<file path="config.mk">
export PLATFORM = sky130hd
export DESIGN_NAME = calib_pattern_gen
export DESIGN_NICKNAME = d
export VERILOG_FILES = /design/src/rtl/calib_pkg.sv /design/src/rtl/cycle_timer.sv /design/src/rtl/calib_pattern_gen.sv
export SDC_FILE = /design/constraint.sdc
export NUM_CORES = 1
export LEC_CHECK = 0
export CAP_MARGIN = 20
export CELL_PAD_IN_SITES_DETAIL_PLACEMENT = 2
export CELL_PAD_IN_SITES_GLOBAL_PLACEMENT = 2
export CORE_ASPECT_RATIO = 0.7
export CORE_MARGIN = 2
export CORE_UTILIZATION = 26
export CTS_BUF_LIST = sky130_fd_sc_hd__clkbuf_2
export DETAILED_ROUTE_END_ITERATION = 10
export PLACE_DENSITY = 0.73
export RECOVER_POWER = 25
export SYNTH_ARGS = -nofsm -noshare
export SYNTH_HDL_FRONTEND = slang
export SYNTH_SLANG_ARGS = --single-unit
</file>
<file path="constraint.sdc">
create_clock -name clk_pixel -period 2.25 [get_ports clk_pixel]
set_clock_uncertainty 0.2 [all_clocks]
set_input_delay 0.225 -clock clk_pixel [delete_from_list [all_inputs] [get_ports clk_pixel]]
set_output_delay 0.225 -clock clk_pixel [all_outputs]
set_load 0.1 [all_outputs]
</file>
<file path="src/rtl/calib_pkg.sv">
// ----------------------------------------------------------------------------
// calib_pkg : shared types and helpers for the calibration pattern generator
// Rev 1.0
// ----------------------------------------------------------------------------
`default_nettype none

package calib_pkg;

   typedef enum logic [2:0] {
      IDLE   = 3'd0,
      STREAM = 3'd1,
      LATCH  = 3'd2,
      SHOW   = 3'd3,
      DONE   = 3'd4
   } calib_pattern_state_t;

   localparam int          ID_MAX_WIDTH  = 32;
   localparam logic [63:0] LED_OFF_COLOR = 64'd0;

   function automatic logic led_plane_bit(input logic [ID_MAX_WIDTH-1:0] id,
                                          input logic [4:0]              k);
      return id[k];
   endfunction

endpackage

`default_nettype wire

</file>
<file path="src/rtl/cycle_timer.sv">
// ----------------------------------------------------------------------------
// cycle_timer : clearable up-counter that flags COUNT-1 and holds there
// Rev 1.0
// ----------------------------------------------------------------------------
`default_nettype none

module cycle_timer #(
   parameter int COUNT = 20000
) (
   input  logic clk,
   input  logic rst_n,
   input  logic i_clear,
   input  logic i_enable,
   output logic o_terminal
);

   localparam int CNT_W = (COUNT > 1) ? $clog2(COUNT) : 1;

   logic [CNT_W-1:0] r_count;

   always_ff @(posedge clk) begin
      if (!rst_n || i_clear) begin
         r_count <= '0;
      end else if (i_enable && !o_terminal) begin
         r_count <= r_count + CNT_W'(1);
      end
   end

   assign o_terminal = (r_count == CNT_W'(COUNT - 1));

endmodule

`default_nettype wire

</file>
<file path="src/rtl/calib_pattern_gen.sv">
// ----------------------------------------------------------------------------
// calib_pattern_gen : streams binary-coded LED ID bit-planes to a strand driver
// Optional macro CALIB_INVERT_PASS_EN adds a complemented pass per plane.
// Rev 1.0
// ----------------------------------------------------------------------------
`default_nettype none

module calib_pattern_gen
   import calib_pkg::*;
#(
   parameter int                     NUM_LEDS          = 50,
   parameter int                     LED_ADDRESS_WIDTH = 10,
   parameter int                     COLOR_WIDTH       = 24,
   parameter logic [COLOR_WIDTH-1:0] ON_COLOR          = COLOR_WIDTH'(24'hFFFFFF),
   parameter int                     LATCH_CYCLES      = 20000
) (
   input  logic                                 clk_pixel,
   input  logic                                 rst_n,
   input  logic                                 advance_in,
   input  logic                                 restart_in,
   output logic                                 strand_start_out,
   input  logic                                 next_led_request,
   output logic [COLOR_WIDTH-1:0]               led_color_out,
   output logic [$clog2(NUM_LEDS)-1:0]          led_index_out,
   output logic [$clog2(LED_ADDRESS_WIDTH)-1:0] bit_index_out,
   output logic                                 displayed_frame_valid,
   output logic                                 busy_out,
   output logic                                 done_out,
   output logic                                 inverted_phase_out
);

   localparam int LIDX_W = $clog2(NUM_LEDS);
   localparam int BIDX_W = $clog2(LED_ADDRESS_WIDTH);

   localparam logic [LIDX_W-1:0] c_LAST_LED  = LIDX_W'(NUM_LEDS - 1);
   localparam logic [BIDX_W-1:0] c_TOP_PLANE = BIDX_W'(LED_ADDRESS_WIDTH - 1);

   generate
      if ((NUM_LEDS > (2**LED_ADDRESS_WIDTH) - 1) || (LED_ADDRESS_WIDTH > ID_MAX_WIDTH)) begin : g_bad_cfg
         $error("calib_pattern_gen: NUM_LEDS must be <= 2**LED_ADDRESS_WIDTH-1");
      end
   endgenerate

   calib_pattern_state_t   r_state, w_state_nxt;
   logic [BIDX_W-1:0]      r_bit_index, w_bit_index_nxt;
   logic [LIDX_W-1:0]      r_led_index, w_led_index_nxt;
   logic                   r_start, w_start_nxt;
   logic                   w_phase;
   logic                   w_timer_done;
   logic [LED_ADDRESS_WIDTH-1:0] w_id;
   logic                   w_lit;

`ifdef CALIB_INVERT_PASS_EN
   logic r_phase, w_phase_nxt;

   always_ff @(posedge clk_pixel) begin
      if (!rst_n) begin
         r_phase <= 1'b0;
      end else begin
         r_phase <= w_phase_nxt;
      end
   end

   assign w_phase = r_phase;
`else
   assign w_phase = 1'b0;
`endif

   // Counter held clear outside LATCH so every latch gap starts from zero.
   cycle_timer #(
      .COUNT (LATCH_CYCLES)
   ) u_latch_timer (
      .clk        (clk_pixel),
      .rst_n      (rst_n),
      .i_clear    ((r_state != LATCH) || restart_in),
      .i_enable   (r_state == LATCH),
      .o_terminal (w_timer_done)
   );

   always_ff @(posedge clk_pixel) begin
      if (!rst_n) begin
         r_state     <= IDLE;
         r_bit_index <= c_TOP_PLANE;
         r_led_index <= '0;
         r_start     <= 1'b0;
      end else begin
         r_state     <= w_state_nxt;
         r_bit_index <= w_bit_index_nxt;
         r_led_index <= w_led_index_nxt;
         r_start     <= w_start_nxt;
      end
   end

   always_comb begin
      w_state_nxt     = r_state;
      w_bit_index_nxt = r_bit_index;
      w_led_index_nxt = r_led_index;
      w_start_nxt     = 1'b0;
`ifdef CALIB_INVERT_PASS_EN
      w_phase_nxt     = r_phase;
`endif
      if (restart_in) begin
         w_state_nxt     = IDLE;
         w_bit_index_nxt = c_TOP_PLANE;
         w_led_index_nxt = '0;
`ifdef CALIB_INVERT_PASS_EN
         w_phase_nxt     = 1'b0;
`endif
      end else begin
         case (r_state)
            IDLE: begin
               if (advance_in) begin
                  w_state_nxt = STREAM;
                  w_start_nxt = 1'b1;
               end
            end
            STREAM: begin
               if (next_led_request) begin
                  if (r_led_index == c_LAST_LED) begin
                     w_state_nxt     = LATCH;
                     w_led_index_nxt = '0;
                  end else begin
                     w_led_index_nxt = r_led_index + LIDX_W'(1);
                  end
               end
            end
            LATCH: begin
               if (w_timer_done) begin
                  w_state_nxt = SHOW;
               end
            end
            SHOW: begin
               if (advance_in) begin
`ifdef CALIB_INVERT_PASS_EN
                  if (!r_phase) begin
                     w_state_nxt = STREAM;
                     w_start_nxt = 1'b1;
                     w_phase_nxt = 1'b1;
                  end else if (r_bit_index == '0) begin
                     w_state_nxt = DONE;
                     w_phase_nxt = 1'b0;
                  end else begin
                     w_state_nxt     = STREAM;
                     w_start_nxt     = 1'b1;
                     w_bit_index_nxt = r_bit_index - BIDX_W'(1);
                     w_phase_nxt     = 1'b0;
                  end
`else
                  if (r_bit_index == '0) begin
                     w_state_nxt = DONE;
                  end else begin
                     w_state_nxt     = STREAM;
                     w_start_nxt     = 1'b1;
                     w_bit_index_nxt = r_bit_index - BIDX_W'(1);
                  end
`endif
               end
            end
            DONE: begin
               w_state_nxt = DONE;
            end
            default: begin
               w_state_nxt = IDLE;
            end
         endcase
      end
   end

   assign w_id  = LED_ADDRESS_WIDTH'(r_led_index) + LED_ADDRESS_WIDTH'(1);
   assign w_lit = led_plane_bit(ID_MAX_WIDTH'(w_id), 5'(r_bit_index)) ^ w_phase;

   always_comb begin
      led_color_out = COLOR_WIDTH'(LED_OFF_COLOR);
      if ((r_state == STREAM) && w_lit) begin
         led_color_out = ON_COLOR;
      end
      strand_start_out      = r_start;
      led_index_out         = r_led_index;
      bit_index_out         = r_bit_index;
      displayed_frame_valid = (r_state == SHOW);
      busy_out              = (r_state == STREAM) || (r_state == LATCH);
      done_out              = (r_state == DONE);
      inverted_phase_out    = w_phase;
   end

endmodule

`default_nettype wire

</file>
==> out/results.txt <==
outcome: complete, but fails checks
failing checks: negative setup slack
prevailing post-synth register cell: dfxtp_1
Reg clk slew, reported paths: 0.18 ns
YS warnings: 0
CP Data Arrival Time: 2.23 ns
Syn Inst Count: 217
Critical Path End Type: output port
die span in x: 103 um
total power: 1090 uW
Critical Path Source Type: flop
Top Usage Layer GRT: met2
CP Class: flop to output port
remaining antenna violation count: 0
Worst-Skew Late Latency: 0.39 ns
Final min period: 2.65 ns
Post-Synth Simple-Gate Area: 0.294
CP max FO: 7
slew margin rel.: 0.632
DR vias: 1609
CP peak stage delay: 0.40 ns
Max Cap Viol: 0
initial antenna violation count: 0
post-synth top area share: 0.325
CP dominant cell by count: buf_12
wire per inst: 16.3 um
# clock sinks: 29
Data required, critical path: 1.82 ns
Placer Congestion: 0.755
synth top area cells: dfxtp_1, buf_4, xor2_1
power per cell area: 394 nW/um^2
Port-buffer cells: 42
n_diodes: 0
adder-cell area share of the yosys netlist: 0.0281
Nets: 260
Fmax achieved: 377 MHz
largest area contributor in the netlist: dfxtp_1
CP Buf/Inv Count: 3
CTS root buffer: clkbuf_2
core outline area: 6690 um^2
met2 GRT Util: 0.259
most frequent cells after synthesis: dfxtp_1, nor2_1, buf_4, nand2_1, xor2_1
Hold Crit Start: restart_in
Tightest Pin Transition: 0.554 ns
CP cell instances: ha_4, mux2i_1, o22ai_1, a21oi_2, o21ai_1, o211a_4, buf_12, buf_12, buf_16
DR vias/cell: 4.65
post-synthesis area per instance: 8.22 um^2
total track usage: 0.167
met1 global-route usage: 0.228
DR iter-0 viols: 54
Hold WC Path Type: input port to flop
first-pass GRT wire length: 9580 um
Leak Pwr: 0.00104 uW
mapped cell area: 1780 um^2
xor-xnor portion of the synthesized cell area: 0.0884
row cnt: 25
total routed wirelength: 5620 um
full die area: 7550 um^2
detailed-route DRC error count: 0
worst hold slack: 0.257 ns
Longest Clk Path Bufs: 2
Final Hold Fails: 0
Max VDD drop: 0.000172 V
CTS Buf Count: 5
Post-synth EDFFs: 0
mux contribution to synthesized area: 0.0281
RR Startpoint: bit_index_out[1]$_SDFFE_PP0P_
Initial Util: 0.267
Synth cell types: 43
GRT Residual Overflow: 0
number of global-route vias before repair: 1812
pin count of the biggest net entering global routing: 16
Slowest cell on crit path: dfxtp_4
Seq/Total Area, Yosys: 0.325
met3 usage: 0.0552
fin crit share: 1.18
largest family of logic cells by synthesized area: simple AND/OR/NAND/NOR gates
Synth Register Bits: 29
Die H: 73.3 um
layout cells sized above 1: 0.353
Post-DP HPWL: 3910 um
area grow syn2layout: 55.3%
fin worst setup slack: -0.401 ns
H-tree depth: 2
compound-gate portion of the synthesized area: 0.0975
Filler Cell Count: 726
hold_buf cts: 0
final setup violation count: 24
Async S/R FF share, synth: 0
crit-path leading delay family: compound AO/OA/AOI/OAI gates
Final Slew Violations: 0
CTS tree: yes
Post-Synthesis Net Count: 226
unrepaired setup endpoints after global routing: true
Ports: 44
TritonRoute pass-1 iters: 4
Critical path origin: led_index_out[0]$_SDFFE_PP0P_
most frequent cell after synthesis: dfxtp_1
==> report_power, final <==
part           switching (uW)  leakage, uW  internal (uW)
registers                1.36     0.000239            510
clock network             215    0.0000529            298
logic                    44.9     0.000752           22.8
total                     261      0.00104            831
==> per-layer routing <==
metal,vias up,part of all wire
met5,-,0
met4,0,0.012
met3,6,0.058
met2,45,0.45
met1,770,0.48
li1,788,-
==> sequential cells by signal (all words and copies together), names as in the netlist <==
signal and count:
u_latch_timer.r_count 15, strand_start_out 1, r_state 3, bit_index_out 4, led_index_out 6
==> cells by family after synthesis <==
group,Yosys count
flip-flops,29
buffers and inverters,36
multiplexers,5
AND/OR/NAND/NOR,96
other,1
XOR/XNOR,18
adder cells (fa/ha/maj),4
AO/OA/AOI/OAI,28
==> worst paths after layout <==
| path | end | slack [ns] | cells after the start |
|---|---|---|---|
| min reg2reg | u_latch_timer.r_count[14]$_SDFFE_PP0P_ | 0.34 | 2 |
| max | led_color_out[1] | -0.40 | 9 |
| min | bit_index_out[3]$_SDFFE_PP1P_ | 0.26 | 3 |
| max reg2reg | bit_index_out[3]$_SDFFE_PP1P_ | 0.18 | 7 |
==> metrics by stage <==
stage | setup TNS [ns] | util | setup slack (ns) | cell area, um^2 | cells
2_1_floorplan | -8.01 | - | -0.354 | 1860 | 217
3_3_place_gp | 0 | 0.371 | 0.0835 | 2490 | 330
3_5_place_dp | 0 | 0.371 | 0.0452 | 2490 | 330
4_1_cts | -9.81 | 0.412 | -0.412 | 2760 | 345
5_1_grt | -11.72 | 0.414 | -0.497 | 2770 | 346
6_report | -9.47 | 0.414 | -0.401 | 2770 | 346
==> cells in the final DEF, fill, tap and decap left out, types with 4 or more instances in the layout <==
cell type,instances
nor2_1,26
buf_12,22
dfxtp_1,21
nand2_1,20
buf_4,16
xor2_1,12
clkbuf_2,11
buf_16,11
o21ai_0,8
nor3_1,8
a21oi_1,7
xnor2_1,6
mux2i_1,5
and3_1,5
dfxtp_4,5
inv_1,4
nand4_1,4
nand3_1,4
or3_1,4
clkdlybuf4s50_1,4
==> cell type report <==
class	count	area, um^2	share of cell area
inverters	4	15.0	0.00542
clock inverters	3	65.1	0.0235
repair buffers	59	933	0.337
multi-input cells	152	1010	0.365
well taps	94	118	0.0424
clock buffers	5	25.0	0.00903
flip-flops and latches	29	603	0.218
==> worst reg2reg max path, delay by kind of cell (launching register included) <==
kind	cells	cell delay, ns
buffers and inverters	1	0.12
DFF	1	0.40
adders and majority gates	1	0.23
xor gates and xnor gates	1	0.20
and+or+nand+nor	4	0.83
==> timing repair <==
item	in CTS	in global routing
endpoints found under the setup margin	24	24
buffers inserted	5	1
gates resized for setup	12	3
pin swaps	5	2
gates cloned	2	0
Note: power is estimated with default switching activity, not from simulation.
